==> config.mk <==
export PLATFORM = sky130hd
export DESIGN_NAME = seg_display_arbiter
export DESIGN_NICKNAME = d
export VERILOG_FILES = /design/src/rtl/seg_display_arbiter.sv
export SDC_FILE = /design/constraint.sdc
export NUM_CORES = 1
export LEC_CHECK = 0
export CORE_MARGIN = 2
export CORE_UTILIZATION = 53
export CTS_CLUSTER_SIZE = 24
export DETAILED_ROUTE_END_ITERATION = 8
export PLACE_DENSITY = 0.84
export SLEW_MARGIN = 20
export SYNTH_ARGS = -nofsm -noshare
export SYNTH_HDL_FRONTEND = slang
export SYNTH_SLANG_ARGS = --single-unit
==> constraint.sdc <==
create_clock -name i_clk -period 5.05 [get_ports i_clk]
set_input_delay 0.505 -clock i_clk [delete_from_list [all_inputs] [get_ports i_clk]]
set_output_delay 0.505 -clock i_clk [all_outputs]
set_load 0.1 [all_outputs]
==> src/rtl/seg_display_arbiter.sv <==
// Shares a 4-digit 7-seg display between a background value and a timed one-shot message,
// with a blank gap after each message. Optional message blinking: define SEG_ARB_BLINK_EN.
module seg_display_arbiter #(
    parameter int unsigned TICK_DIV   = 50000,
    parameter int unsigned HOLD_TICKS = 1000,
    parameter bit          BLANK_LZ   = 1'b1
) (
    input  logic        i_clk,
    input  logic        i_rst,
    input  logic [15:0] i_bg_data,
    input  logic [3:0]  i_bg_dp,
    input  logic        i_msg_valid,
    input  logic [15:0] i_msg_data,
    input  logic [3:0]  i_msg_dp,
    input  logic        i_msg_cancel,
    output logic        o_msg_ack,
    output logic        o_msg_busy,
    output logic [15:0] o_data,
    output logic [3:0]  o_dp,
    output logic [3:0]  o_turn_off,
    output logic        o_src
);

    localparam int unsigned PresW = (TICK_DIV > 1) ? $clog2(TICK_DIV) : 1;
    localparam int unsigned HoldW = (HOLD_TICKS > 1) ? $clog2(HOLD_TICKS) : 1;
    localparam logic [PresW-1:0] PresMax = PresW'(TICK_DIV - 1);
    localparam logic [HoldW-1:0] HoldMax = HoldW'(HOLD_TICKS - 1);

    typedef enum logic [1:0] {
        StIdle,
        StShow,
        StBlank
    } state_e;

    state_e           state_q, state_d;
    logic [PresW-1:0] presc_q, presc_d;
    logic [HoldW-1:0] hold_q, hold_d;
    logic [15:0]      msg_data_q, msg_data_d;
    logic [3:0]       msg_dp_q, msg_dp_d;

    logic             tick;
    logic             hold_done;
    logic             capture;
    logic             enter_blank;
    logic             dark;
    logic [3:0]       lz_off;

    logic [15:0]      data_d;
    logic [3:0]       dp_d;
    logic [3:0]       off_d;
    logic             src_d;
    logic             busy_d;

`ifdef SEG_ARB_BLINK_EN
    logic             phase_q, phase_d;
`endif

    assign tick      = (presc_q == PresMax);
    assign hold_done = (hold_q == HoldMax);

    // Next-state: cancel beats valid only while a message is on screen.
    always_comb begin
        state_d     = state_q;
        presc_d     = tick ? '0 : presc_q + PresW'(1);
        hold_d      = hold_q;
        msg_data_d  = msg_data_q;
        msg_dp_d    = msg_dp_q;
        capture     = 1'b0;
        enter_blank = 1'b0;

        case (state_q)
            StIdle: begin
                if (i_msg_valid) begin
                    capture = 1'b1;
                end
            end
            StShow: begin
                if (i_msg_cancel) begin
                    enter_blank = 1'b1;
                end else if (i_msg_valid) begin
                    capture = 1'b1;
                end else if (tick) begin
                    if (hold_done) begin
                        enter_blank = 1'b1;
                    end else begin
                        hold_d = hold_q + HoldW'(1);
                    end
                end
            end
            StBlank: begin
                if (i_msg_valid) begin
                    capture = 1'b1;
                end else if (tick) begin
                    state_d = StIdle;
                end
            end
            default: state_d = StIdle;
        endcase

        if (capture) begin
            state_d    = StShow;
            presc_d    = '0;
            hold_d     = '0;
            msg_data_d = i_msg_data;
            msg_dp_d   = i_msg_dp;
        end

        if (enter_blank) begin
            state_d = StBlank;
            presc_d = '0;
        end
    end

`ifdef SEG_ARB_BLINK_EN
    always_comb begin
        phase_d = phase_q;
        if (capture) begin
            phase_d = 1'b0;
        end else if (state_q == StShow && tick) begin
            phase_d = ~phase_q;
        end
    end
`endif

    // A digit stays dark while it and everything above it is zero with no dp; digit0 always lit.
    always_comb begin
        lz_off = 4'h0;
        dark   = BLANK_LZ;
        for (int i = 3; i >= 1; i--) begin
            dark      = dark && (i_bg_data[4*i +: 4] == 4'h0) && !i_bg_dp[i];
            lz_off[i] = dark;
        end
    end

    // Outputs are decoded from the next state so they line up with the state register.
    always_comb begin
        data_d = i_bg_data;
        dp_d   = i_bg_dp;
        off_d  = lz_off;
        src_d  = 1'b0;
        busy_d = (state_d != StIdle);

        case (state_d)
            StIdle: begin
                data_d = i_bg_data;
                dp_d   = i_bg_dp;
                off_d  = lz_off;
                src_d  = 1'b0;
            end
            StShow: begin
                data_d = msg_data_d;
                dp_d   = msg_dp_d;
`ifdef SEG_ARB_BLINK_EN
                off_d  = phase_d ? 4'hF : 4'h0;
`else
                off_d  = 4'h0;
`endif
                src_d  = 1'b1;
            end
            StBlank: begin
                data_d = msg_data_d;
                dp_d   = msg_dp_d;
                off_d  = 4'hF;
                src_d  = 1'b0;
            end
            default: begin
                off_d  = 4'hF;
                src_d  = 1'b0;
            end
        endcase
    end

    always_ff @(posedge i_clk) begin
        if (i_rst) begin
            state_q    <= StIdle;
            presc_q    <= '0;
            hold_q     <= '0;
            msg_data_q <= '0;
            msg_dp_q   <= '0;
`ifdef SEG_ARB_BLINK_EN
            phase_q    <= 1'b0;
`endif
            o_msg_ack  <= 1'b0;
            o_msg_busy <= 1'b0;
            o_data     <= '0;
            o_dp       <= '0;
            o_turn_off <= 4'hF;
            o_src      <= 1'b0;
        end else begin
            state_q    <= state_d;
            presc_q    <= presc_d;
            hold_q     <= hold_d;
            msg_data_q <= msg_data_d;
            msg_dp_q   <= msg_dp_d;
`ifdef SEG_ARB_BLINK_EN
            phase_q    <= phase_d;
`endif
            o_msg_ack  <= capture;
            o_msg_busy <= busy_d;
            o_data     <= data_d;
            o_dp       <= dp_d;
            o_turn_off <= off_d;
            o_src      <= src_d;
        end
    end

endmodule

# Word-level counts from Yosys, hierarchy flattened

Index checks and enable logic that the tools add are counted.

Register bits after elaboration: 75
Input bits: 44
Output and inout bits: 27
Logic and storage cells: 61

Add/sub/neg operators: 2
Eq/ne operators: 6
Multiplexer cells: 19
Bitwise operators: 3
Reduce and logical (&&, ||, !) cells: 20

Operators with widths:

| cell                                                            | number |
|---|---|
| 16-bit 2-to-1 mux                                               | 2 |
| 16-bit by 1-bit adder with 16-bit output, second input constant | 1 |
| 16-bit == test, second input constant                           | 1 |
| 4-bit logical NOT                                               | 3 |
| 10-bit by 1-bit adder with 10-bit output, second input constant | 1 |
| 10-bit == test, second input constant                           | 1 |
| 1-bit 2-to-1 mux                                                | 8 |
| 2-bit 2-to-1 mux                                                | 4 |
| 4-bit 2-to-1 mux                                                | 2 |
| 4-bit case mux with 2 select lines                              | 1 |
| 2-bit OR reduction                                              | 4 |
| 1-bit logical AND                                               | 5 |
| 5-bit AND reduction                                             | 1 |
| 2-bit by 1-bit == test with 1-bit output, second input constant | 2 |
| 2-bit == test, second input constant                            | 2 |
| 2-bit logical NOT                                               | 2 |
| 2-bit case mux with 2 select lines                              | 1 |
| 4-bit OR reduction                                              | 1 |
| 1-bit logical NOT                                               | 3 |
| 1-bit NOT                                                       | 3 |
| 1-bit case mux with 2 select lines                              | 1 |
| 2-bit nonzero test                                              | 1 |

# Depth between registers and ports, before layout

Gate-level depths: netlist of run 1.

Depth after elaboration: 10
Depth in mapped cells: 11

# Least setup slack after synthesis of run 1

Ideal clock, no wire load.

Path type: register to register
Start: register presc_q[0]
End: register o_turn_off[1]
Arrival time: 2.349 ns
Required time: 4.991 ns
Setup slack: 2.641 ns
Cell stages (with the launch flop): 12
Clock period less this slack: 2.409 ns
Cells stage by stage: dfxtp_1 > ha_1 > and3_1 > nand4_1 > clkbuf_1 > a22oi_1 > and2_1 > ha_1 > nor4b_1 > nand2_1 > o31ai_1 > and2_1

Longest elaborated chain between the ends: 8
Elaborated cells on any way between the ends: 13
Those cells by class: eq/ne: 2; mux: 10; reduce/logical: 1

RTL lines:

| what                                                                                 | line    | RTL |
|---|---|---|
| from (decl)                                                                          | 36      | `logic [PresW-1:0] presc_q, presc_d;` |
| from (signal assigned)                                                               | 191     | `presc_q <= presc_d;` |
| 16-bit == test (*)                                                                   | 58      | `assign tick = (presc_q == PresMax);` |
| 2-bit 2-to-1 mux / 1-bit 2-to-1 mux (equally long branches)                          | 93, 82  |  |
| 2-bit 2-to-1 mux / 1-bit 2-to-1 mux (equally long branches)                          | 91, 80  |  |
| 2-bit case mux with 2 select lines / 1-bit 2-to-1 mux (equally long branches)        | 71, 78  |  |
| 2-bit 2-to-1 mux / 1-bit 2-to-1 mux (equally long branches)                          | 100, 71 |  |
| 2-bit 2-to-1 mux (*)                                                                 | 108     | `if (enter_blank) begin` |
| 2-bit by 1-bit == test with 1-bit output / 2-bit logical NOT (equally long branches) | 143     | `case (state_d)` |
| 4-bit case mux with 2 select lines (*)                                               | 143     |  |
| to (signal assigned)                                                                 | 187     | `o_turn_off <= 4'hF;` |
| to (signal assigned)                                                                 | 202     | `o_turn_off <= off_d;` |
| to (decl)                                                                            | 20      | `output logic [3:0] o_turn_off,` |

Mark *: on every way between the ends. The rest lies on a longest branch, timed or not.
A chain may end at the register's enable or synchronous reset.

# Final worst setup path of run 1

Same ends and word-level chain as after synthesis.

==> impl_metrics.py, run 1 <==
metrics = {
    "outcome": {
        "status": "finished clean",
    },
    "worst_setup_path": {
        "critPathArrivalTime_ps": 3360,
        "crit_type": "reg -> reg",
        "worstSetupStartpointType": "flip-flop",
        "critPathMaxFanout": 15,
        "cp-end-kind": "flip-flop",
        "crit_path_start": "presc_q[0]$_SDFF_PP0_",
        "worstPathRequired_ps": 5360,
        "worst-r2r-cell-count": 10,
        "rr_startpoint": "presc_q[0]$_SDFF_PP0_",
    },
    "synthesis": {
        "synth.cell_area_sq_mm": 0.00301,
        "ys_ff_latch": 75,
        "synth_edf_count": 0,
        "netlist_instances": 320,
        "syn_area_per_cell_sq_um": 9.41,
        "synthFlopType": "dfxtp_1",
        "yosysWarnings": 0,
        "yosysSeqAreaShare_pct": 49.9,
        "synth_nets": 369,
        "async_flop_share_pct": 0,
        "ys_types": 35,
    },
    "detailed_routing": {
        "ant_nets": 0,
        "drt-wirelength-per-cell_microns": 13.5,
        "routed_wl_microns": 6240,
        "vias": 2497,
        "drtIter0Drc": 155,
        "dr.pass1.iters": 5,
        "avgViaCountPerCell": 5.42,
        "route.detailed.drc": 0,
    },
    "sta": {
        "finalSetupViolations": 0,
        "setup-tns-final_ps": 0,
        "max_slew_margin_pct": 32.9,
        "fin_crit_sh_pct": 60.4,
        "finClkSkew_ps": 10.9,
        "fmax_mhz": 328,
        "finalHoldViolations": 0,
        "worst_pin_slew_ps": 1000,
        "rsz0062_at_grt": "no",
        "slew_violations": 0,
        "period_needed_ps": 3050,
    },
    "final_layout": {
        "drive_gt1_share_pct": 5.40,
        "insertedDiodeCount": 0,
        "fillers": 412,
        "final_nets": 433,
        "fin_cells": 461,
        "areaGrowthSynthToFinish_pct": 31.3,
    },
    "hold_path": {
        "hold_start": "presc_q[0]$_SDFF_PP0_",
        "hp-class": "reg -> reg",
        "holdPathStages": 1,
    },
    "clock_network": {
        "cts.clk_slew.worst_paths_ps": 80,
        "cts_max_level": 3,
        "cts_setup_buffers": 0,
        "hold_buffers": 0,
        "clock-root-buffer": "clkbuf_8",
        "clk-insertion-delay-late_ps": 360,
        "cts_tree": "built",
        "cts_sinks": 75,
        "cts_resized": 0,
        "cts_inserted_buffers": 9,
        "cts_buffer_depth": 2,
    },
    "place": {
        "io_buffers": 70,
        "post-place-cells": 445,
        "gp_congestion": 0.801,
        "hpwl_microns": 4380,
    },
    "floorplan": {
        "core-area_sq_mm": 0.00551,
        "dieArea_sq_mm": 0.00630,
        "rows": 27,
        "initial_core_util_pct": 54.7,
        "dieHeight_microns": 79.4,
        "dieWidth_microns": 79.4,
        "pin_count": 71,
    },
    "grt": {
        "grt.total_usage_pct": 21.2,
        "antenna_found_initial": 0,
        "grt_pass1_wl_microns": 10200,
        "grt_pass1_vias": 2279,
        "grt_max_degree": 50,
        "globalRouteOverflowTotal": 0,
    },
    "flow_run": {
        "cap_violations": 0,
    },
    "pwr": {
        "power.leakage_uw": 0.00153,
        "power.density_mw_per_mm2": 379,
        "vdd_drop_max_mv": 0.274,
    },
}
[state kept, by name, summed over array words and instances (netlist names)]
register and flops:
presc_q 16, o_msg_busy 1, msg_data_q 16, state_q 2, msg_dp_q 4, o_src 1
o_msg_ack 1, o_turn_off 4, o_data 16, hold_q 10, o_dp 4
[path summary, 6_finish.rpt]
path,endpoint,slack (ps)
worst max-delay path,o_turn_off[1]$_SDFF_PP1_,2000
worst min-delay path,presc_q[0]$_SDFF_PP0_,450
worst max register to register,o_turn_off[1]$_SDFF_PP1_,2000
worst min register to register,presc_q[0]$_SDFF_PP0_,450
[per-layer routing]
layer | global-route usage, % | wire length (microns)
met5 | 0 | 0
met1 | 25.1 | 2800
met2 | 33.9 | 2880
met3 | 6.79 | 388
met4 | 12.2 | 174
[logic make-up after synthesis]
logic type	count (synthesis)	synth area share [%]
buffers and inverters	20	2.82
adders and majority gates	5	2.08
muxes	24	7.98
AOI/OAI and AO/OA	44	9.64
xor gates and xnor gates	13	3.78
and+or+nand+nor	139	23.8
DFF	75	49.9
[placed cells by master (no fill, tap or decap), types with 2 or more instances in the layout]
master | synthesis | final
o21ai_0 | 5 | 5
nor2_1 | 60 | 60
buf_4 | 0 | 2
clkbuf_8 | 0 | 9
nor2b_1 | 2 | 2
or4_1 | 6 | 6
dfxtp_1 | 75 | 75
clkdlybuf4s50_1 | 0 | 70
and2_1 | 5 | 5
and4_1 | 5 | 5
clkinv_2 | 0 | 3
a21o_1 | 2 | 2
or3_1 | 4 | 4
o31ai_1 | 5 | 5
nand4_1 | 9 | 9
mux2i_1 | 24 | 24
and3_1 | 7 | 7
bufinv_16 | 0 | 2
xnor2_1 | 2 | 2
xor2_1 | 11 | 11
nand2b_1 | 5 | 5
nand3_1 | 10 | 10
clkinv_4 | 0 | 2
a211oi_1 | 20 | 20
a21oi_1 | 11 | 11
ha_1 | 5 | 4
nor4b_1 | 2 | 2
nor4bb_1 | 3 | 3
nand2_1 | 15 | 15
[final cells by class]
class	count	area (sq um)	share of cell area, %
clock buffers	9	124	3.13
clock inverters	7	92.6	2.34
inverters	1	3.75	0.0949
multi-input cells	225	1430	36.1
flip-flops and latches	75	1500	38.0
well taps	72	90.1	2.28
repair buffers	72	716	18.1
[per-stage QoR]
stage	hold slack, ps	total power, uW	cell area (sq um)	setup WS (ps)	util, %
2_1_floorplan	413	909	3010	2640	-
3_3_place_gp	431	1010	3740	1810	67.8
3_5_place_dp	445	1010	3740	1700	67.8
4_1_cts	454	1510	3950	1710	71.8
5_1_grt	466	1550	3960	1590	71.8
6_report	450	1500	3960	2000	71.8
[worst max-delay path, cell delays in order (launching register included)]
cell and delay (ps):
dfxtp_1 350, ha_1 310, and3_1 260, nand4_1 440, a22oi_1 360, and2_1 230, ha_2 220, nor4b_1 240
nand2_1 130, o31ai_1 280, and2_1 170
[synthesized netlist by cell type (all sizes together) (2+ instances only)]
library cell / count / area share, %
clkbuf: 15 / 1.9
and4: 5 / 1.5
and2: 5 / 1.0
a21o: 2 / 0.50
nand2: 15 / 1.9
nor2b: 2 / 0.42
xnor2: 2 / 0.58
nand3: 10 / 1.7
and3: 7 / 1.5
nand4: 9 / 1.9
or4: 6 / 1.5
o31ai: 5 / 1.2
a21oi: 11 / 1.8
nor4bb: 3 / 1.0
a211oi: 20 / 5.0
buf: 4 / 0.83
nand2b: 5 / 1.0
nor2: 60 / 7.5
o21ai: 5 / 0.83
ha: 5 / 2.1
mux2i: 24 / 8.0
or3: 4 / 0.83
xor2: 11 / 3.2
dfxtp: 75 / 50
nor4b: 2 / 0.58
[power breakdown]
group | switching (uW) | internal [uW]
Sequential | 12.0 | 628
Clock | 226 | 277
Combinational | 255 | 103
Power figures use the tool's default switching activity.
==> run 2: changes to the inputs <==
--- a/config.mk
+++ b/config.mk
@@ -6,10 +6,10 @@
 export NUM_CORES = 1
 export LEC_CHECK = 0
 export CORE_MARGIN = 2
-export CORE_UTILIZATION = 53
+export CORE_UTILIZATION = 44
 export CTS_CLUSTER_SIZE = 24
 export DETAILED_ROUTE_END_ITERATION = 8
-export PLACE_DENSITY = 0.84
+export PLACE_DENSITY = 0.75
 export SLEW_MARGIN = 20
 export SYNTH_ARGS = -nofsm -noshare
 export SYNTH_HDL_FRONTEND = slang
==> constraint.sdc (replaced) <==
create_clock -name i_clk -period 2.4 [get_ports i_clk]
set_input_delay 0.24 -clock i_clk [delete_from_list [all_inputs] [get_ports i_clk]]
set_output_delay 0.24 -clock i_clk [all_outputs]
set_load 0.1 [all_outputs]
==> run 2 against run 1 <==
Net effect: core utilization down 9.9 points; die area up 19%; sequential share of layout area shrank 1.8 points; via count is 1.9% higher; sequential power is 110% higher; clock power is 120% higher; maximum frequency up 35%; critical endpoint is now o_data[11]$_SDFF_PP0_; clock skew about the same; sequential cell count is the same; non-clock buffer count grew 16; critical path depth is 2 lower.
==> impl_metrics.py, run 2 (synthesis results as in run 1) <==
metrics = {
    "outcome": {
        "status": "finished clean",
    },
    "pwr": {
        "vdd_drop_max_mv": 0.573,
        "power.density_mw_per_mm2": 778,
        "finalPower_uw": 3240,
        "p_switching_uw": 1050,
        "p_comb_share_pct": 24.3,
        "p_int_uw": 2180,
        "switching_share_pct": 32.6,
        "sequentialPowerShare_pct": 41.6,
        "p_clk_share_pct": 34.1,
        "power.leakage_uw": 0.00168,
    },
    "detailed_routing": {
        "met2_length_microns": 3210,
        "route.detailed.drc": 0,
        "routed.top_layer": "met4",
        "vias": 2545,
        "drt-wirelength-per-cell_microns": 14.0,
        "met1_length_microns": 2980,
        "drtIter0Drc": 96,
        "avgViaCountPerCell": 5.25,
        "routed_wl_microns": 6790,
        "wl_met3_microns": 555,
        "ant_nets": 0,
        "dr.pass1.iters": 4,
    },
    "grt": {
        "grt_max_degree": 31,
        "grt_pass1_vias": 2494,
        "globalRouteOverflowTotal": 0,
        "antenna_found_initial": 0,
        "grt.total_usage_pct": 18.9,
        "grt_pass1_wl_microns": 11100,
    },
    "final_layout": {
        "areaGrowthSynthToFinish_pct": 38.1,
        "top_regs": "msg_data_q (16), o_data (16), presc_q (16)",
        "final_nets": 449,
        "layout_commonest_cell": "dfxtp_1",
        "insertedDiodeCount": 0,
        "drive_gt1_share_pct": 19.3,
        "final_cell_mix": "dfxtp_1, nor2_1, buf_4",
    },
    "place": {
        "gp_congestion": 0.804,
        "hpwl_microns": 4720,
        "io_buffers": 70,
    },
    "worst_setup_path": {
        "slowest_delay_ps": 370,
        "cp_cell_sequence": "ha_2 -> nor4bb_4 -> and3_4 -> nand4b_1 -> and2_2 -> ha_4 -> bufbuf_16 -> a211oi_1",
        "worstPathRequired_ps": 2650,
        "worstSetupStartpointType": "flip-flop",
        "cp-end-kind": "flip-flop",
        "slowest_stage": "dfxtp_1",
        "critPathArrivalTime_ps": 2510,
        "crit_type": "reg -> reg",
        "critPathMaxFanout": 20,
    },
    "sta": {
        "worst_pin_slew_ps": 675,
        "period_needed_ps": 2260,
        "finalHoldViolations": 0,
        "max_slew_margin_pct": 55.0,
        "fin_crit_sh_pct": 94.3,
        "finClkSkew_ps": 11.2,
        "hold-worst-slack_ps": 290,
        "slew_violations": 0,
        "fmax_mhz": 442,
        "finalSetupViolations": 0,
    },
    "flow_run": {
        "cap_violations": 0,
    },
    "clock_network": {
        "clk-insertion-delay-late_ps": 340,
        "clock-root-buffer": "clkbuf_8",
        "cts_buffer_depth": 2,
        "cts_max_level": 3,
        "cts_inserted_buffers": 9,
        "cts.clk_slew.worst_paths_ps": 80,
        "cts_tree": "built",
        "cts_sinks": 75,
    },
    "floorplan": {
        "dieWidth_microns": 86.7,
        "initial_core_util_pct": 44.8,
        "core-area_sq_mm": 0.00672,
        "rows": 30,
        "dieArea_sq_mm": 0.00752,
        "dieHeight_microns": 86.7,
        "pin_count": 71,
    },
    "hold_path": {
        "hp-class": "in -> reg",
    },
}
run 2: path summary, 6_finish.rpt:
path	startpoint	end	slack, ps	cells past startpoint
setup / recovery	hold_q[1]$_SDFFE_PP0P_	o_data[11]$_SDFF_PP0_	140	8
hold reg to reg	presc_q[0]$_SDFF_PP0_	presc_q[0]$_SDFF_PP0_	450	1
hold / removal	i_rst	msg_data_q[13]$_SDFF_PP0_	290	2
setup reg to reg	hold_q[1]$_SDFFE_PP0P_	o_data[11]$_SDFF_PP0_	140	8
run 2: stage by stage:
step	setup WS [ps]	instance area (sq um)	std cells	setup TNS (ps)	util, %
final	137	4160	485	0	61.9
after global routing	-28.2	4160	485	-28.2	61.9
after CTS	47.0	4100	484	0	61.0
after detailed placement	-53.1	3790	467	-299	56.4
after global placement	-17.5	3790	467	-17.5	56.4
after floorplan	-7.92	3010	320	-147	-
run 2: routing by layer:
metal | vias to the layer above | global-route usage (%)
met1 | 1179 | 22.1
li1 | 1299 | -
met4 | 0 | 4.40
met3 | 5 | 9.90
met2 | 62 | 30.8
met5 | - | 0
run 2: worst max-delay path, delay by kind of cell, from the launching register on:
family          cells  cell delay, ps
simple gates        4             840
fa+ha+maj           2             440
flops               1             370
buf+inv             1             290
compound gates      1             220
run 2: what timing repair did:
item	CTS	global route
hold buffers	0	0
resized for setup	6	11
endpoints found under the setup margin	16	24
cloned	1	0
setup buffers	0	1
pin swaps	1	3
run 2: power groups by stage:
| stage | clock network [uW] | registers [uW] | logic (uW) |
|---|---|---|---|
| 3_5_place_dp | 0 | 1380 | 752 |
| 3_3_place_gp | 0 | 1380 | 746 |
| 2_1_floorplan | 0 | 1750 | 165 |
| 6_report | 1100 | 1350 | 785 |
| 4_1_cts | 1140 | 1350 | 786 |
| 5_1_grt | 1190 | 1360 | 822 |
run 2: cell type report:
type,instances,area [sq um]
repair buffers,88,801
clock buffers,10,138
well taps,80,100
clock inverters,6,95.1
inverters,1,3.75
multi-input cells,225,1520
fillers,553,2560
flip-flops and latches,75,1500
==> run 3: changes to the inputs <==
--- a/config.mk
+++ b/config.mk
@@ -9,7 +9,7 @@
 export CORE_UTILIZATION = 44
 export CTS_CLUSTER_SIZE = 24
 export DETAILED_ROUTE_END_ITERATION = 8
-export PLACE_DENSITY = 0.75
+export PLACE_DENSITY_LB_ADDON = 0.3
 export SLEW_MARGIN = 20
 export SYNTH_ARGS = -nofsm -noshare
 export SYNTH_HDL_FRONTEND = slang
==> run 3 against run 2 <==
Net effect: maximum frequency up 1.6%; highest routed layer unchanged; combinational power up 0.6%; critical path type unchanged; largest power group unchanged; critical endpoint is now o_turn_off[1]$_SDFF_PP1_; sequential share of layout area fell by 0.11 points.
==> impl_metrics.py, run 3 (synthesis results as in run 1) <==
metrics = {
    "hold_path": {
        "hp-class": "in -> reg",
    },
    "final_layout": {
        "top_regs": "msg_data_q (16), o_data (16), presc_q (16)",
        "areaGrowthSynthToFinish_pct": 38.4,
        "final_nets": 455,
        "layout_commonest_cell": "dfxtp_1",
        "drive_gt1_share_pct": 19.5,
        "final_cell_mix": "dfxtp_1, nor2_1, buf_4",
        "fin_cells": 491,
        "final_util_pct": 62.0,
        "insertedDiodeCount": 0,
    },
    "floorplan": {
        "core-area_sq_mm": 0.00672,
        "rows": 30,
        "pin_count": 71,
        "dieHeight_microns": 86.7,
        "dieWidth_microns": 86.7,
        "dieArea_sq_mm": 0.00752,
        "initial_core_util_pct": 44.8,
    },
    "clock_network": {
        "cts_setup_buffers": 0,
        "cts_sinks": 75,
        "cts.clk_slew.worst_paths_ps": 90,
        "hold_buffers": 0,
        "cts_buffer_depth": 2,
        "cts_inserted_buffers": 9,
        "clock-root-buffer": "clkbuf_8",
        "clk-insertion-delay-late_ps": 360,
        "cts_max_level": 3,
        "cts_tree": "built",
    },
    "worst_setup_path": {
        "crit_type": "reg -> reg",
        "cpMostUsedCell": "and2_1",
        "cp-end-kind": "flip-flop",
        "slowest_delay_ps": 390,
        "worstPathRequired_ps": 2700,
        "slowest_stage": "nor4b_1",
        "cp_cell_sequence": "nor4b_1 -> and4_1 -> a21o_1 -> and2_1 -> ha_4 -> nor4b_2 -> nand2_1 -> o31ai_2 -> and2_1",
        "critPathArrivalTime_ps": 2530,
        "critPathMaxFanout": 3,
        "worstSetupStartpointType": "flip-flop",
    },
    "detailed_routing": {
        "dr.pass1.iters": 4,
        "vias": 2598,
        "drt-wirelength-per-cell_microns": 14.6,
        "avgViaCountPerCell": 5.29,
        "route.detailed.drc": 0,
        "ant_nets": 0,
        "routed_wl_microns": 7160,
        "drtIter0Drc": 90,
    },
    "sta": {
        "setup-tns-final_ps": 0,
        "fmax_mhz": 449,
        "finClkSkew_ps": 13.4,
        "fin_crit_sh_pct": 92.8,
        "finalHoldViolations": 0,
        "worst_pin_slew_ps": 540,
        "max_slew_margin_pct": 64.0,
        "slew_violations": 0,
        "finalSetupViolations": 0,
        "period_needed_ps": 2230,
    },
    "place": {
        "post-place-cells": 474,
        "gp_congestion": 0.839,
        "io_buffers": 70,
        "hpwl_microns": 4840,
    },
    "pwr": {
        "vdd_drop_max_mv": 0.440,
        "power.density_mw_per_mm2": 785,
        "power.leakage_uw": 0.00170,
    },
    "grt": {
        "grt_pass1_vias": 2510,
        "busiest_layer": "met2",
        "grt_util_met3_pct": 7.52,
        "use_met2_pct": 32.2,
        "gr-usage-met1_pct": 24.2,
        "globalRouteOverflowTotal": 0,
        "antenna_found_initial": 0,
        "grt.total_usage_pct": 19.9,
        "grt_pass1_wl_microns": 11600,
        "grt_max_degree": 33,
    },
    "outcome": {
        "status": "finished clean",
    },
    "flow_run": {
        "cap_violations": 0,
    },
}
## run 3: routing by layer
metal	vias to the layer above	share of wire, %
li1	1306	-
met1	1211	43
met2	73	48
met3	8	7.4
met4	0	1.3
met5	-	0
## run 3: repair_timing
action,4_1_cts,5_1_grt
gates resized for setup,2,10
hold endpoints to repair,0,0
pin swaps,0,1
cloned,0,1
endpoints found under the setup margin,4,22
## run 3: area by class of cell
class | instances | area [sq um]
inverters | 1 | 3.75
clock buffers | 10 | 138
clock inverters | 6 | 95.1
flip-flops and latches | 75 | 1500
repair buffers | 94 | 838
multi-input cells | 225 | 1490
fillers | 573 | 2550
well taps | 80 | 100
## run 3: report_power, final
group	internal [uW]	switching (uW)
Sequential	1320	27.7
Combinational	235	555
Clock	624	509
Total	2180	1090
## run 3: worst max-delay path, delay by kind of cell (launching register included)
kind                       cells  cell delay, ps
and+or+nand+nor                6            1340
AOI/OAI and AO/OA              2             370
DFF                            1             320
adders and majority gates      1             140
## run 3: path summary, 6_finish.rpt
kind | start | to | slack (ps) | depth (start not counted)
min reg2reg | presc_q[0]$_SDFF_PP0_ | presc_q[0]$_SDFF_PP0_ | 450 | 1
max reg2reg | presc_q[11]$_SDFF_PP0_ | o_turn_off[1]$_SDFF_PP1_ | 170 | 9
min | i_rst | o_msg_ack$_SDFF_PP0_ | 260 | 2
max | presc_q[11]$_SDFF_PP0_ | o_turn_off[1]$_SDFF_PP1_ | 170 | 9
## run 3: metrics by stage
step / instance area [sq um] / setup WS [ps] / power, uW / hold slack, ps
4_1_cts: 4090 / 9.15 / 3260 / 251
5_1_grt: 4170 / -11.1 / 3390 / 262
3_5_place_dp: 3840 / -13.4 / 2140 / 436
6_report: 4170 / 174 / 3270 / 261
3_3_place_gp: 3840 / 48.5 / 2130 / 422
2_1_floorplan: 3010 / -7.92 / 1910 / 354
